### src/rtl/reg_check_unit.sv
// End-of-run register-file checker: runs the core for a bounded window, then
// compares every register against an expected store through a one-stage pipeline.
module reg_check_unit #(
  parameter int DATA_WIDTH   = 64,
  parameter int NUM_REGS     = 32,
  parameter int RUN_CYCLES   = 50,
  parameter int STOP_ON_FAIL = 0,
  localparam int IDX_W       = $clog2(NUM_REGS)
) (
  input  logic                  clk,
  input  logic                  rst,
  input  logic                  start,
  input  logic                  halt,
  output logic                  core_run,
  output logic [IDX_W-1:0]      rd_addr,
  input  logic [DATA_WIDTH-1:0] dut_rd_data,
  input  logic [DATA_WIDTH-1:0] exp_rd_data,
  output logic                  busy,
  output logic                  done,
  output logic                  pass,
  output logic [IDX_W:0]        match_cnt,
  output logic                  first_fail_vld,
  output logic [IDX_W-1:0]      first_fail_idx,
  output logic                  mism_vld,
  output logic [IDX_W-1:0]      mism_idx,
  output logic [DATA_WIDTH-1:0] mism_got,
  output logic [DATA_WIDTH-1:0] mism_exp
);

  localparam int CNT_W = (RUN_CYCLES > 1) ? $clog2(RUN_CYCLES) : 1;
  localparam logic [IDX_W-1:0] LAST_IDX = IDX_W'(NUM_REGS - 1);
  localparam logic [CNT_W-1:0] LAST_CYC = CNT_W'(RUN_CYCLES - 1);
  localparam logic [IDX_W:0]   FULL_CNT = (IDX_W + 1)'(NUM_REGS);
  localparam logic             STOP     = (STOP_ON_FAIL != 0);

  typedef enum logic [1:0] {
    S_IDLE = 2'd0,
    S_RUN  = 2'd1,
    S_SCAN = 2'd2,
    S_DONE = 2'd3
  } state_t;

  state_t                r_state;
  logic [CNT_W-1:0]      r_cyc;
  logic                  r_issued;
  logic                  r_p_vld;
  logic [IDX_W-1:0]      r_p_idx;
  logic [DATA_WIDTH-1:0] r_p_dut;
  logic [DATA_WIDTH-1:0] r_p_exp;
  logic                  r_core_run;
  logic [IDX_W-1:0]      r_rd_addr;
  logic                  r_busy;
  logic                  r_done;
  logic                  r_pass;
  logic [IDX_W:0]        r_match_cnt;
  logic                  r_ff_vld;
  logic [IDX_W-1:0]      r_ff_idx;
  logic                  r_mism_vld;
  logic [IDX_W-1:0]      r_mism_idx;
  logic [DATA_WIDTH-1:0] r_mism_got;
  logic [DATA_WIDTH-1:0] r_mism_exp;

  logic                  w_eq;
  logic                  w_finish;
  logic [IDX_W:0]        w_match_nxt;

  // Compare stage: equality, next match count and scan-termination decision.
  always_comb begin
    w_eq        = (r_p_dut == r_p_exp);
    w_finish    = 1'b0;
    w_match_nxt = r_match_cnt;
    if (r_p_vld) begin
      if (w_eq) begin
        w_match_nxt = r_match_cnt + 1'b1;
      end else begin
        w_match_nxt = r_match_cnt;
      end
      w_finish = (r_p_idx == LAST_IDX) || (!w_eq && STOP);
    end else begin
      w_finish = 1'b0;
    end
  end

  // Sequencer: run window, scan pipeline and all result registers.
  always_ff @(posedge clk) begin
    if (rst) begin
      r_state     <= S_IDLE;
      r_cyc       <= '0;
      r_issued    <= 1'b0;
      r_p_vld     <= 1'b0;
      r_p_idx     <= '0;
      r_p_dut     <= '0;
      r_p_exp     <= '0;
      r_core_run  <= 1'b0;
      r_rd_addr   <= '0;
      r_busy      <= 1'b0;
      r_done      <= 1'b0;
      r_pass      <= 1'b0;
      r_match_cnt <= '0;
      r_ff_vld    <= 1'b0;
      r_ff_idx    <= '0;
      r_mism_vld  <= 1'b0;
      r_mism_idx  <= '0;
      r_mism_got  <= '0;
      r_mism_exp  <= '0;
    end else begin
      r_mism_vld <= 1'b0;
      case (r_state)
        S_IDLE, S_DONE: begin
          if (start) begin
            r_state     <= S_RUN;
            r_core_run  <= 1'b1;
            r_busy      <= 1'b1;
            r_done      <= 1'b0;
            r_pass      <= 1'b0;
            r_match_cnt <= '0;
            r_ff_vld    <= 1'b0;
            r_ff_idx    <= '0;
            r_cyc       <= '0;
            r_rd_addr   <= '0;
            r_p_vld     <= 1'b0;
            r_issued    <= 1'b0;
          end
        end
        S_RUN: begin
          if (halt || (r_cyc == LAST_CYC)) begin
            r_state    <= S_SCAN;
            r_core_run <= 1'b0;
            r_rd_addr  <= '0;
          end else begin
            r_cyc <= r_cyc + 1'b1;
          end
        end
        S_SCAN: begin
          if (r_p_vld && !w_eq) begin
            r_mism_vld <= 1'b1;
            r_mism_idx <= r_p_idx;
            r_mism_got <= r_p_dut;
            r_mism_exp <= r_p_exp;
            if (!r_ff_vld) begin
              r_ff_vld <= 1'b1;
              r_ff_idx <= r_p_idx;
            end
          end
          r_match_cnt <= w_match_nxt;
          // On a stop-on-fail exit the entry captured behind the mismatch is dropped.
          if (w_finish) begin
            r_state <= S_DONE;
            r_busy  <= 1'b0;
            r_done  <= 1'b1;
            r_pass  <= (w_match_nxt == FULL_CNT);
            r_p_vld <= 1'b0;
          end else if (!r_issued) begin
            r_p_vld <= 1'b1;
            r_p_idx <= r_rd_addr;
            r_p_dut <= dut_rd_data;
            r_p_exp <= exp_rd_data;
            if (r_rd_addr == LAST_IDX) begin
              r_issued <= 1'b1;
            end else begin
              r_rd_addr <= r_rd_addr + 1'b1;
            end
          end else begin
            r_p_vld <= 1'b0;
          end
        end
        default: begin
          r_state    <= S_IDLE;
          r_core_run <= 1'b0;
          r_busy     <= 1'b0;
          r_done     <= 1'b0;
          r_pass     <= 1'b0;
        end
      endcase
    end
  end

  assign core_run       = r_core_run;
  assign rd_addr        = r_rd_addr;
  assign busy           = r_busy;
  assign done           = r_done;
  assign pass           = r_pass;
  assign match_cnt      = r_match_cnt;
  assign first_fail_vld = r_ff_vld;
  assign first_fail_idx = r_ff_idx;
  assign mism_vld       = r_mism_vld;
  assign mism_idx       = r_mism_idx;
  assign mism_got       = r_mism_got;
  assign mism_exp       = r_mism_exp;

endmodule

### config.mk
export PLATFORM = sky130hd
export DESIGN_NAME = reg_check_unit
export DESIGN_NICKNAME = d
export VERILOG_FILES = /design/src/rtl/reg_check_unit.sv
export SDC_FILE = /design/constraint.sdc
export NUM_CORES = 1
export LEC_CHECK = 0
export CORE_UTILIZATION = 49
export CTS_CLUSTER_DIAMETER = 100
export CTS_CLUSTER_SIZE = 20
export DETAILED_ROUTE_END_ITERATION = 8
export PLACE_DENSITY = 0.85
export SETUP_SLACK_MARGIN = 0.4
export SYNTH_ARGS = -nofsm -noshare
export SYNTH_HDL_FRONTEND = slang
export SYNTH_SLANG_ARGS = --single-unit
### constraint.sdc
create_clock -name clk -period 2.3 [get_ports clk]
set_clock_uncertainty 0.05 [all_clocks]
set_input_delay 0.46 -clock clk [delete_from_list [all_inputs] [get_ports clk]]
set_output_delay 0.46 -clock clk [all_outputs]
set_load 0.01 [all_outputs]
==> results of run 1 <==
## kinds of logic after synthesis
group	share of synthesized area
compound gates	0.0842
xor+xnor	0.0544
fa+ha+maj	0.00864
buf+inv	0.0422
flops	0.515
mux	0.119
simple gates	0.177
## state kept, by name, indices dropped and copies added, names as in the netlist, 6 cells and up
signal	flops
mism_got	64
mism_exp	64
r_cyc	6
r_p_dut	64
r_p_exp	64
match_cnt	6
## cell usage after synthesis, types with 2 or more instances
cell type | count | area [um^2]
a21oi_1 | 151 | 756
a22o_1 | 4 | 35.0
a311oi_1 | 2 | 17.5
a31oi_1 | 6 | 37.5
and2_1 | 2 | 12.5
and3_1 | 5 | 31.3
and4_1 | 2 | 17.5
buf_12 | 6 | 120
buf_2 | 16 | 80.1
buf_4 | 7 | 52.6
clkbuf_1 | 49 | 184
dfxtp_1 | 298 | 5970
ha_1 | 8 | 100
inv_1 | 7 | 26.3
mux2_2 | 2 | 22.5
mux2i_1 | 135 | 1350
nand2_1 | 289 | 1080
nand2b_1 | 6 | 37.5
nand3_1 | 10 | 50.1
nand3b_1 | 2 | 15.0
nand4_1 | 20 | 125
nor2_1 | 153 | 574
nor3_1 | 8 | 40.0
nor4_1 | 2 | 12.5
nor4_2 | 2 | 25.0
o21ai_0 | 10 | 50.1
o21bai_1 | 2 | 15.0
xnor2_1 | 65 | 569
xor2_1 | 7 | 61.3
## power breakdown
group / switching, mW / leakage [nW] / internal [mW] / total (mW)
clock: 1.70 / 0.241 / 1.51 / 3.20
combinational: 2.40 / 5.12 / 1.92 / 4.33
sequential: 0.491 / 2.43 / 5.61 / 6.10
## timing repair
| action | in CTS | in global routing |
|---|---|---|
| gates cloned | 4 | 13 |
| pin swaps | 11 | 20 |
| setup endpoints to repair | 428 | 250 |
| gates resized for setup | 176 | 87 |
| buffers inserted | 12 | 14 |
## per-layer routing
layer / wire (um) / global-route usage / share of wire
met1: 15100 / 0.351 / 0.41
met2: 18000 / 0.488 / 0.49
met3: 2360 / 0.0464 / 0.064
met4: 1450 / 0.112 / 0.039
met5: 0 / 0 / 0
## final timing paths
path / startpoint / endpoint / slack [ps] / depth (start not counted)
worst min-delay path: rst / r_p_vld / 190 / 2
worst max register to register: r_p_exp[15] / mism_got[0] / -140 / 10
worst min register to register: r_p_idx[0] / r_p_idx[0] / 430 / 2
worst max-delay path: r_p_exp[15] / mism_got[0] / -140 / 10
## per-stage QoR
stage / power [mW] / utilization / setup WS [ps]
5_1_grt: 14.2 / 0.711 / -236
4_1_cts: 13.1 / 0.680 / -82.2
3_3_place_gp: 9.56 / 0.644 / -285
3_5_place_dp: 9.65 / 0.644 / -330
2_1_floorplan: 8.26 / - / 331
6_report: 13.6 / 0.711 / -139
## cell type report
cell class,instances,area [um^2],area share
multi-input cells,904,5480,0.336
inverters,7,26.3,0.00161
flip-flops and latches,298,6010,0.369
clock buffers,20,489,0.0300
repair buffers,361,3890,0.239
diodes,2,5.00,0.000307
well taps,313,392,0.0240
==> impl_metrics.yaml, run 1 <==
outcome:
  status: "complete, but fails checks"
  violations: "negative setup slack"
worst_setup_path:
  cp.required_ps: 2640
  critPathBufInv: 3
  critical_path.max_fanout: 5
  crit_path_cell_trace: "xnor2_2, nand4_1, nor4_2, nand4_1, nand3_4, buf_8, buf_12, buf_6, mux2i_1, nor2_1"
  cpMostUsedCell: "nand4_1"
  max_stage_delay_ps: 440
  path_class: "reg -> reg"
  cp_slowest_cell: "dfxtp_1"
  cp.arrival_ps: 2780
  crit_path_end_kind: "register"
  critPathLaunchType: "register"
  cp_top_family: "simple AND/OR/NAND/NOR gates"
floorplan:
  die_w_um: 156
  die_area_mm2: 0.0243
  std_cell_rows: 55
  initial_core_util: 0.506
  fp.dieH_um: 156
  core_area_mm2: 0.0229
  ios: 287
placement:
  gp_congestion: 0.847
  io_buffers: 286
  numPlacedInstances: 1840
  hpwlAfterDp_mm: 23.8
  place_area_mm2: 0.0148
cts:
  cts_tree: "done"
  clockBufferDepth: 3
  numCtsBuffers: 18
  worstSkewPairLatency_ps: 510
  cts_sinks: 298
  htreeDepth: 1
  cts.root.buffer_cell: "clkbuf_16"
  cts.clk_slew.worst_paths_ps: 90
  hold_buffers: 0
synth:
  ys_seq_area_frac: 0.515
  netlist_area_mm2: 0.0116
  syn_area_per_cell_um2: 8.99
  synth_edf_count: 0
  ys_seq_elements: 298
  syn_nets: 1429
  async_reset_ff_frac: 0
  ys_warn_count: 0
  synth_cell_types: 42
  synth_ff_type: "dfxtp_1"
  synth_cells: 1289
global_route:
  grt_max_degree: 133
  grt_usage: 0.282
  grt_pass1_vias: 9729
  overflow: 0
  grt_pass1_wl_mm: 53.6
  antenna_found_initial: 3
timing:
  rsz0062_at_grt: "true"
  fin_tns_setup_ps: -12070
  maxSlewViolCount: 0
  clock.fmax_mhz: 410
  hold-worst-slack_ps: 191
  period_share: 1.06
  finalSetupViolCount: 142
  slew_headroom: 0.590
  period_needed_ps: 2440
  worst_pin_slew_ps: 609
  worst_slack_ps: -139
  finalHoldViolations: 0
routing:
  drc: 0
  wl_per_cell_um: 19.4
  antenna_left: 0
  first_pass_iters: 5
  dr_total_vias: 10200
  routed_wl_mm: 36.9
  drt_first_iter_violations: 874
  vias_per_cell: 5.36
power_and_ir_drop:
  leakage_nw: 7.79
  power_density_mw_per_mm2: 837
  vdd_drop_max_mv: 0.589
finish:
  final_cell_count_no_fill: 1905
  mostFrequentLayoutCells: "nand2_1 (288), dfxtp_1 (268), nor2_1 (151)"
  final_common_cell: "nand2_1"
  nets: 1730
  n_fill_cell: 1705
  syn2layout_area_growth_pct: 40.7
  stdcell_area_mm2: 0.0163
  layout-drive-gt1-share: 0.113
hold_path:
  hp-class: "in -> reg"
flow_run:
  maxCapViolCount: 0
Note: power is estimated with default switching activity, not from simulation.
==> run 2, diff against run 1 <==
==> constraint.sdc (replaced) <==
create_clock -name clk -period 2.8 [get_ports clk]
set_clock_uncertainty 0.05 [all_clocks]
set_input_delay 0.56 -clock clk [delete_from_list [all_inputs] [get_ports clk]]
set_output_delay 0.56 -clock clk [all_outputs]
set_load 0.01 [all_outputs]
==> impl_metrics.yaml, run 2 (synthesis gave the netlist of run 1 again) <==
outcome:
  status: "complete, no violations"
routing:
  vias_per_cell: 5.35
  dr_total_vias: 9988
  antenna_left: 0
  wl_met1_mm: 13.8
  met3_length_mm: 2.57
  wl_met2_mm: 16.3
  highest_layer: "met4"
  routed_wl_mm: 34.0
  first_pass_iters: 5
  wl_per_cell_um: 18.2
  drc: 0
  drt_first_iter_violations: 566
worst_setup_path:
  critical_path.max_fanout: 8
  crit_path_end_kind: "register"
  cpMostUsedCell: "nand4_1"
  cp_top_family: "simple AND/OR/NAND/NOR gates"
  critPathLaunchType: "register"
  critPathBufInv: 2
  path_class: "reg -> reg"
  cp_slowest_cell: "dfxtp_1"
  max_stage_delay_ps: 360
  cp.arrival_ps: 2720
  cp.required_ps: 3130
  crit_path_cell_trace: "xnor2_2, nand4_1, nor4_2, nand4_1, nand3_4, buf_12, bufbuf_16, mux2i_1, nor2_1"
timing:
  slew_headroom: 0.549
  maxSlewViolCount: 0
  period_needed_ps: 2390
  clock.fmax_mhz: 418
  rsz0062_at_grt: "true"
  finalSetupViolCount: 0
  period_share: 0.854
  worst_pin_slew_ps: 670
  finalHoldViolations: 0
  fin_tns_setup_ps: 0
floorplan:
  die_w_um: 156
  initial_core_util: 0.506
  core_area_mm2: 0.0229
  std_cell_rows: 55
  die_area_mm2: 0.0243
  ios: 287
  fp.dieH_um: 156
cts:
  cts.root.buffer_cell: "clkbuf_16"
  numCtsBuffers: 18
  cts_tree: "done"
  cts.clk_slew.worst_paths_ps: 80
  htreeDepth: 1
  worstSkewPairLatency_ps: 500
  clockBufferDepth: 3
  hold_buffers: 0
  cts_sinks: 298
finish:
  mostFrequentLayoutCells: "nand2_1 (288), clkdlybuf4s50_1 (285), dfxtp_1 (279)"
  final_common_cell: "nand2_1"
  fin_util: 0.689
  syn2layout_area_growth_pct: 36.3
  nets: 1694
  layout-drive-gt1-share: 0.0798
placement:
  gp_congestion: 0.867
  hpwlAfterDp_mm: 23.5
  io_buffers: 286
global_route:
  grt_pass1_vias: 9540
  overflow: 0
  grt_usage: 0.267
  antenna_found_initial: 1
  grt_pass1_wl_mm: 50.8
  grt_max_degree: 103
power_and_ir_drop:
  power_density_mw_per_mm2: 670
  vdd_drop_max_mv: 0.580
  leakage_nw: 6.41
flow_run:
  maxCapViolCount: 0
hold_path:
  hp-class: "in -> reg"
==> run 2: cell count changes in the layout (fill, tap and decap cells not counted), sizes merged <==
cell	change
buf	-30
dlymetal6s2s	-27
dlygate4sd2	-128
clkbuf	-7
diode	-1
clkdlybuf4s50	+155
bufbuf	+1
==> run 2: report_power, final <==
group          leakage, nW  internal (mW)  switching, mW
combinational         3.75           1.23           1.76
sequential            2.42           4.61          0.401
clock                0.241           1.24           1.34
total                 6.41           7.07           3.50
==> run 2: per-layer routing <==
layer | global-route usage | vias to the layer above
met5 | 0 | -
met1 | 0.317 | 4759
li1 | - | 4794
met2 | 0.459 | 356
met4 | 0.0994 | 0
met3 | 0.0733 | 79
==> run 2: through the flow <==
stage | area, um^2 | cells | total power, mW | setup WS (ps) | hold slack, ps
global route | 15800 | 1868 | 11.1 | 293 | 370
floorplan | 11600 | 1289 | 6.78 | 811 | 408
detailed placement | 14700 | 1831 | 7.84 | 197 | 414
global placement | 14700 | 1831 | 7.77 | 296 | 409
CTS | 15400 | 1858 | 10.5 | 395 | 362
finish | 15800 | 1868 | 10.6 | 410 | 364
==> run 2: layout make-up <==
type | instances | area (um^2)
Sequential cell | 298 | 5990
Antenna cell | 1 | 2.50
Inverter | 7 | 26.3
Timing Repair Buffer | 325 | 3470
Fill cell | 1770 | 7120
Tap cell | 313 | 392
Multi-Input combinational cell | 904 | 5430
Clock buffer | 20 | 489
==> run 2: final timing paths <==
| check | startpoint | end | slack [ps] | cells past startpoint |
|---|---|---|---|---|
| setup / recovery | r_p_dut[10] | mism_got[44] | 410 | 9 |
| hold / removal | rst | mism_got[59] | 360 | 2 |
| setup reg to reg | r_p_dut[10] | mism_got[44] | 410 | 9 |
| hold reg to reg | r_p_exp[24] | r_p_exp[24] | 430 | 2 |
==> run 2: repair_timing <==
item                                    CTS  global route
cloned                                    1             6
endpoints found under the setup margin  139           192
buffers inserted                          6             3
pin swaps                                11            16
gates resized for setup                  24            42
